[config.mk]
export PLATFORM = sky130hd
export DESIGN_NAME = pc_update_unit
export DESIGN_NICKNAME = d
export VERILOG_FILES = /design/src/rtl/pc_update_unit_pkg.sv /design/src/rtl/pc_update_unit_pc_adder.sv /design/src/rtl/pc_update_unit.sv
export SDC_FILE = /design/constraint.sdc
export NUM_CORES = 1
export LEC_CHECK = 0
export BUFFER_PORTS_ARGS = -buffer_cell sky130_fd_sc_hd__buf_4
export CORE_AREA = 2 2 174 176
export CTS_CLUSTER_DIAMETER = 100
export DETAILED_ROUTE_END_ITERATION = 6
export DIE_AREA = 0 0 176 178
export GPL_ROUTABILITY_DRIVEN = 1
export PLACE_DENSITY = 0.8
export SETUP_SLACK_MARGIN = 0.15
export SLEW_MARGIN = 40
export SYNTH_ARGS = -nofsm -noshare
export SYNTH_HDL_FRONTEND = slang
export SYNTH_HIERARCHICAL = 1
export SYNTH_SLANG_ARGS = --single-unit
[constraint.sdc]
create_clock -name clk -period 7 [get_ports clk]
set_clock_uncertainty 0.05 [all_clocks]
set_input_delay 1.4 -clock clk [delete_from_list [all_inputs] [get_ports clk]]
set_output_delay 1.4 -clock clk [all_outputs]
set_load 0.05 [all_outputs]
[src/rtl/pc_update_unit_pkg.sv]
// Shared definitions for the PC update stage.
//   XLEN_DEFAULT      default datapath width for PC and branch offset
//   RESET_PC_DEFAULT  default PC loaded on reset
//   INSN_BYTES        fixed instruction width in bytes (no compressed ISA)
//   state_e           controller state encoding
package pc_update_unit_pkg;

    localparam int unsigned XLEN_DEFAULT     = 64;
    localparam logic [63:0] RESET_PC_DEFAULT = 64'h0000_0000_0000_0000;
    localparam int unsigned INSN_BYTES       = 4;

    typedef enum logic [1:0] {
        ST_BOOT = 2'd0,
        ST_RUN  = 2'd1,
        ST_TRAP = 2'd2
    } state_e;

endpackage

[src/rtl/pc_update_unit_pc_adder.sv]
// XLEN-bit modulo adder used for pc+4 and pc+offset.
//   a_i    first operand
//   b_i    second operand (two's complement values add naturally)
//   sum_o  a_i + b_i, carry discarded
module pc_adder #(
    parameter int unsigned W = 64
) (
    input  logic [W-1:0] a_i,
    input  logic [W-1:0] b_i,
    output logic [W-1:0] sum_o
);

    assign sum_o = a_i + b_i;

endmodule

[src/rtl/pc_update_unit.sv]
// Program-counter stage: selects PC+4 or the branch target, registers it
// under the fetch handshake, traps on misaligned branch targets and counts
// retired instructions.
//   clk, reset      rising-edge clock, synchronous active-high reset
//   stall           hazard hold, PC does not advance
//   branch, zero    conditional branch and ALU zero flag -> taken
//   offset_shl      branch offset, already shifted left by one
//   fetch_ready     instruction memory accepts the current PC
//   pc              registered PC
//   pc_plus4        pc + 4 (combinational)
//   branch_target   pc + offset_shl (combinational)
//   taken           branch & zero (combinational)
//   fetch_valid     PC is valid for fetch
//   trap, trap_addr sticky misaligned-target flag and captured target
//   instret         count of PC advances since reset
//
// state   | meaning
// --------+-----------------------------------------------------------
// ST_BOOT | first cycle after reset, fetch held off for memory warm-up
// ST_RUN  | normal fetch, PC advances on accepted handshake
// ST_TRAP | misaligned target seen, everything frozen until reset
module pc_update_unit
    import pc_update_unit_pkg::*;
#(
    parameter int unsigned          XLEN     = XLEN_DEFAULT,
    parameter logic [XLEN-1:0]      RESET_PC = XLEN'(RESET_PC_DEFAULT)
) (
    input  logic            clk,
    input  logic            reset,
    input  logic            stall,
    input  logic            branch,
    input  logic            zero,
    input  logic [XLEN-1:0] offset_shl,
    input  logic            fetch_ready,
    output logic [XLEN-1:0] pc,
    output logic [XLEN-1:0] pc_plus4,
    output logic [XLEN-1:0] branch_target,
    output logic            taken,
    output logic            fetch_valid,
    output logic            trap,
    output logic [XLEN-1:0] trap_addr,
    output logic [63:0]     instret
);

    state_e          state_q, state_d;
    logic [XLEN-1:0] pc_q, pc_d;
    logic [XLEN-1:0] trap_addr_q, trap_addr_d;
    logic            trap_q, trap_d;
    logic [63:0]     instret_q, instret_d;

    pc_adder #(.W(XLEN)) u_add_plus4 (
        .a_i   (pc_q),
        .b_i   (XLEN'(INSN_BYTES)),
        .sum_o (pc_plus4)
    );

    pc_adder #(.W(XLEN)) u_add_target (
        .a_i   (pc_q),
        .b_i   (offset_shl),
        .sum_o (branch_target)
    );

    assign taken = branch & zero;

    always_comb begin
        state_d     = state_q;
        pc_d        = pc_q;
        trap_d      = trap_q;
        trap_addr_d = trap_addr_q;
        instret_d   = instret_q;
        fetch_valid = 1'b0;

        case (state_q)
            ST_BOOT: begin
                state_d = ST_RUN;
            end
            ST_RUN: begin
                fetch_valid = 1'b1;
                // Alignment is only judged on an accepted fetch; a stalled
                // misaligned target may still be redirected before it retires.
                if (fetch_ready && !stall) begin
                    if (!taken) begin
                        pc_d      = pc_plus4;
                        instret_d = instret_q + 64'd1;
                    end else if (branch_target[1:0] == 2'b00) begin
                        pc_d      = branch_target;
                        instret_d = instret_q + 64'd1;
                    end else begin
                        trap_d      = 1'b1;
                        trap_addr_d = branch_target;
                        state_d     = ST_TRAP;
                    end
                end
            end
            ST_TRAP: begin
                state_d = ST_TRAP;
            end
            default: begin
                state_d = ST_BOOT;
            end
        endcase
    end

    always_ff @(posedge clk) begin
        if (reset) begin
            state_q     <= ST_BOOT;
            pc_q        <= RESET_PC;
            trap_q      <= 1'b0;
            trap_addr_q <= '0;
            instret_q   <= 64'd0;
        end else begin
            state_q     <= state_d;
            pc_q        <= pc_d;
            trap_q      <= trap_d;
            trap_addr_q <= trap_addr_d;
            instret_q   <= instret_d;
        end
    end

    assign pc        = pc_q;
    assign trap      = trap_q;
    assign trap_addr = trap_addr_q;
    assign instret   = instret_q;

endmodule

==> metrics list <==
- Min-delay worst type: register to register
- In this run, the number of DRC markers left after iteration 0 of detailed routing was 1769.
* Worst path required time: 5.55 ns
- Synth Flop Type: sky130_fd_sc_hd__dfxtp_1
- In this run the most critical hold path is launched from trap_addr[35].
- CTS hold repair buffers: 0
- The routed design has 60000 um of wire.
- Headroom to the max-slew limit: about 44%
* Clock latency on the worst-skew pair: 0.45 ns
* Least-Margin Pin Slew: 0.846 ns
- Diodes inserted: 0
- Hold timing on the final database bottoms out at a slack of a little over 0.4 ns.
* Count of non-filler cells in the finished layout: 2935
- After synthesis the cells add up to 15900 um2.
- For this configuration, the core starts out at a cell density of between 50% and 60%.
* Cell Pwr Density: 258 nW/um2
* Flip-flop and latch count after synthesis: 195
- Data arrives at the worst endpoint at 5.12 ns.
- In this run the remaining antenna-violating nets after routing total 0.
* TritonCTS Sinks: 195
- Largest net degree at the start of global routing: between 100 and 150
- The region available for standard cell placement spans just under 30000 um2.
- Highest-count cells in the layout ignoring fill and taps: sky130_fd_sc_hd__buf_4 (406), sky130_fd_sc_hd__nand2_1 (399), sky130_fd_sc_hd__a21oi_1 (253)
- CP peak stage delay: 0.56 ns
- Post-cts gate resize count: 0
- For this run the aggregate overflow at the end of global routing stands at 0.
- After synthesis, the share of flip-flops with an asynchronous set or reset is 0%.
* Number of CTS-inserted buffers: 17
* Pint: 0.00250 W
- Setup total negative slack on the finished layout was measured at 0 ns.
* Hold EP: trap_addr[35]
* Ports placed on the boundary: between 300 and 400
- Buffers and inverters on the worst path: 2
- Hold Fails Final Rpt: 0
- The number of antenna violations at the first check in global routing was 0.
* Outcome: complete, no violations
- Minimum clock period after layout: 6.57 ns
- In the final routed layout, each cell accounts on average for 20.4 um.
- DPL Wire Length: 46300 um
- Max-cap violations in this run came to 0.
- Worst setup EP type: primary output
- The detailed router placed between 15000 and 20000 vias in this run.
- Worst setup slack after placement: 0.617 ns
- Vertical die dimension: 178 um
- Final Slew Violations: 0
- The critical path is of the input port to primary output type.
- The floorplan step defined a die boundary enclosing 31300 um2.
- Setup repair after global routing left no endpoint under its margin.
* # port buffers: 392
- Setup slack on the worst reg-to-reg path comes out at 2.61 ns.
- Of the available clock period, the critical path in the final layout requires 93.9%.
- Grouping stages by cell kind, the critical path spends the most delay in compound AO/OA/AOI/OAI gates.
- Timing would allow up to 152 MHz.
* Leakage power summed over all cells: 8.76 nW
* Cells traversed along the worst timing path: buf_4, ha_1, fa_1, a211oi_1, o21ai_1, nor2_1, nor4_1, o21ai_1, o2bb2ai_1, o2111ai_1, nand2_1, xnor2_1, buf_4
- Post-layout worst setup margin: roughly 0.43 ns
- The die is 176 um wide.
* TritonCTS clock tree: done
- Along the worst hold path, the cell count comes to 2.
- Sequential cells burn around a quarter of the power.
- Setup violations remaining at the end of the flow were counted as 0.
- All-Layer GR Usage: 36.7%
* Cells after DPL: 2902
* Sw power: approximately 0.0026 W
- On the critical path, the stage with the largest delay is an instance of sky130_fd_sc_hd__fa_1.
- YS warnings: 6
- After synthesis, flip-flops and latches occupy between 20% and 30% of the total area.
* Post-synthesis instance total: ~2200
- Of the total power, the share spent switching nets is 51.1%.
* Post-route DRC: 0
- The floorplan has 63 rows.
* Highest fanout seen on the critical path: 5
- The endpoint identified for the worst register-to-register timing path is pc[61].
* Clock network power share: 20.2%
* Vias in the first global route: 16800
- Number of buffers between clock root and the deepest sink: 2
* Crit path depth: 13
- Yosys mapped the design onto 90 distinct sky130hd cell types.
- After the last flow step, the layout net total stands at 2733.
- The first detailed-routing pass ran for 6 iterations.
* Clock transition at the registers of the reported paths: approximately 0.080 ns
* Post-CTS setup buffers: 0
- Count of flip-flops with a built-in enable after synthesis: 0
* Kind of launch point of the worst setup path: input port
* Proportion of power drawn by combinational gates: 55.5%
* Fraction of final layout cells sized beyond drive strength 1: 19.3%
- First-pass GRT wire length: ~91000 um
* Register-to-Register Path Depth: 13
- Syn avg cell area: 7.33 um2
- Vias per std cell: 6.24
- The H-tree was split into 4 levels.
- Reg2reg start: pc[1]
- Routability-driven placement finished with a final weighted congestion of 0.990.
* Clock Root Buffer: sky130_fd_sc_hd__clkbuf_16
* Area grow syn2layout: 24.4%
- Across the VDD grid, the largest voltage drop is around 0.17 mV.
- Leaving out fill and tap cells, the most frequent cell in the layout is sky130_fd_sc_hd__buf_4.
[worst reg2reg max path, stage by stage, from the launching register on]
cell,delay (ns)
sky130_fd_sc_hd__dfxtp_1,0.62
sky130_fd_sc_hd__ha_1,0.32
sky130_fd_sc_hd__a21oi_1,0.56
sky130_fd_sc_hd__nand4b_1,0.27
sky130_fd_sc_hd__a21o_1,0.19
sky130_fd_sc_hd__a211oi_1,0.14
sky130_fd_sc_hd__o21ai_1,0.29
sky130_fd_sc_hd__a21oi_1,0.17
sky130_fd_sc_hd__a2111oi_0,0.64
sky130_fd_sc_hd__buf_4,0.24
sky130_fd_sc_hd__o41ai_1,0.10
sky130_fd_sc_hd__xor2_1,0.31
sky130_fd_sc_hd__nand2_1,0.12
sky130_fd_sc_hd__a311oi_1,0.29
[registers in the layout (all words and copies together), names as in the netlist]
signal and count:
trap_addr 64, pc 64, instret 64, trap 1
state_q 2
[cell type report]
class	instances	area [um2]
clock buffer	18	429
clock inverter	14	166
fill	2614	9600
inverter	56	210
multi-input combinational	1853	11500
sequential	195	3900
tap	390	488
timing repair buffer	409	3100
[stage by stage]
| step | total power (W) | utilization (%) | instance area [um2] |
|---|---|---|---|
| global placement | 0.00400 | 65.2 | 19200 |
| floorplan | 0.00323 | - | 16200 |
| CTS | 0.00506 | 67.2 | 19800 |
| finish | 0.00511 | 67.4 | 19800 |
| detailed placement | 0.00403 | 65.2 | 19200 |
| global route | 0.00531 | 67.4 | 19800 |
[Yosys cell counts, drive strengths merged, types with 6 or more instances]
library cell / n / area, um2
a211oi: 10 / 85.1
a21o: 61 / 458
a21oi: 256 / 1290
a221oi: 6 / 58.8
a311oi: 62 / 543
a31o: 7 / 61.3
a31oi: 24 / 193
and2: 6 / 37.5
and3: 20 / 125
and4: 11 / 101
buf: 35 / 204
clkbuf: 97 / 367
dfxtp: 195 / 3900
ha: 129 / 1610
inv: 55 / 206
nand2: 402 / 1510
nand2b: 15 / 93.8
nand3: 39 / 195
nand4: 70 / 444
nor2: 175 / 659
nor2b: 12 / 75.1
nor3: 25 / 146
nor4: 16 / 106
o211ai: 11 / 82.6
o21a: 9 / 67.6
o21ai: 98 / 502
o21bai: 39 / 297
o31ai: 30 / 263
or2: 7 / 43.8
or3: 20 / 125
or4: 25 / 188
xnor2: 85 / 744
xor2: 63 / 552
[power by group through the flow]
stage	combinational (W)	sequential [W]	clock, W
2_1_floorplan	0.00182	0.00141	0
4_1_cts	0.00277	0.00124	0.00104
5_1_grt	0.00298	0.00125	0.00108
3_3_place_gp	0.00273	0.00127	0
3_5_place_dp	0.00276	0.00127	0
6_report	0.00284	0.00124	0.00103
[routing by layer]
| layer | global-route usage [%] | part of all wire, % | vias up |
|---|---|---|---|
| li1 | - | - | 8539 |
| met1 | 47.3 | 40 | 8586 |
| met2 | 59.2 | 45 | 1027 |
| met3 | 7.59 | 10 | 166 |
| met4 | 16.4 | 4.1 | 0 |
| met5 | 0 | 0 | - |
[cells by family (layout without fill, tap and decap cells)]
| family | after synthesis | after routing | share of synthesized area [%] |
|---|---|---|---|
| AND/OR/NAND/NOR | 850 | 850 | 24.6 |
| AO/OA/AOI/OAI | 657 | 657 | 27.3 |
| flip-flops | 195 | 195 | 24.5 |
| buffers and inverters | 188 | 497 | 4.90 |
| XOR/XNOR | 148 | 148 | 8.14 |
| adder cells (fa/ha/maj) | 131 | 131 | 10.4 |
| other | 2 | 65 | 0.0472 |
| multiplexers | 2 | 2 | 0.141 |
[worst max path at each step]
stage	startpoint	endpoint	slack, ns
after floorplan	offset_shl[0]	branch_target[46]	1.30
after global placement	offset_shl[0]	branch_target[62]	0.72
after detailed placement	offset_shl[7]	branch_target[61]	0.62
after CTS	offset_shl[7]	branch_target[61]	0.59
after global routing	offset_shl[21]	branch_target[61]	0.36
final	offset_shl[0]	branch_target[62]	0.43
Note: power is estimated with default switching activity, not from simulation.
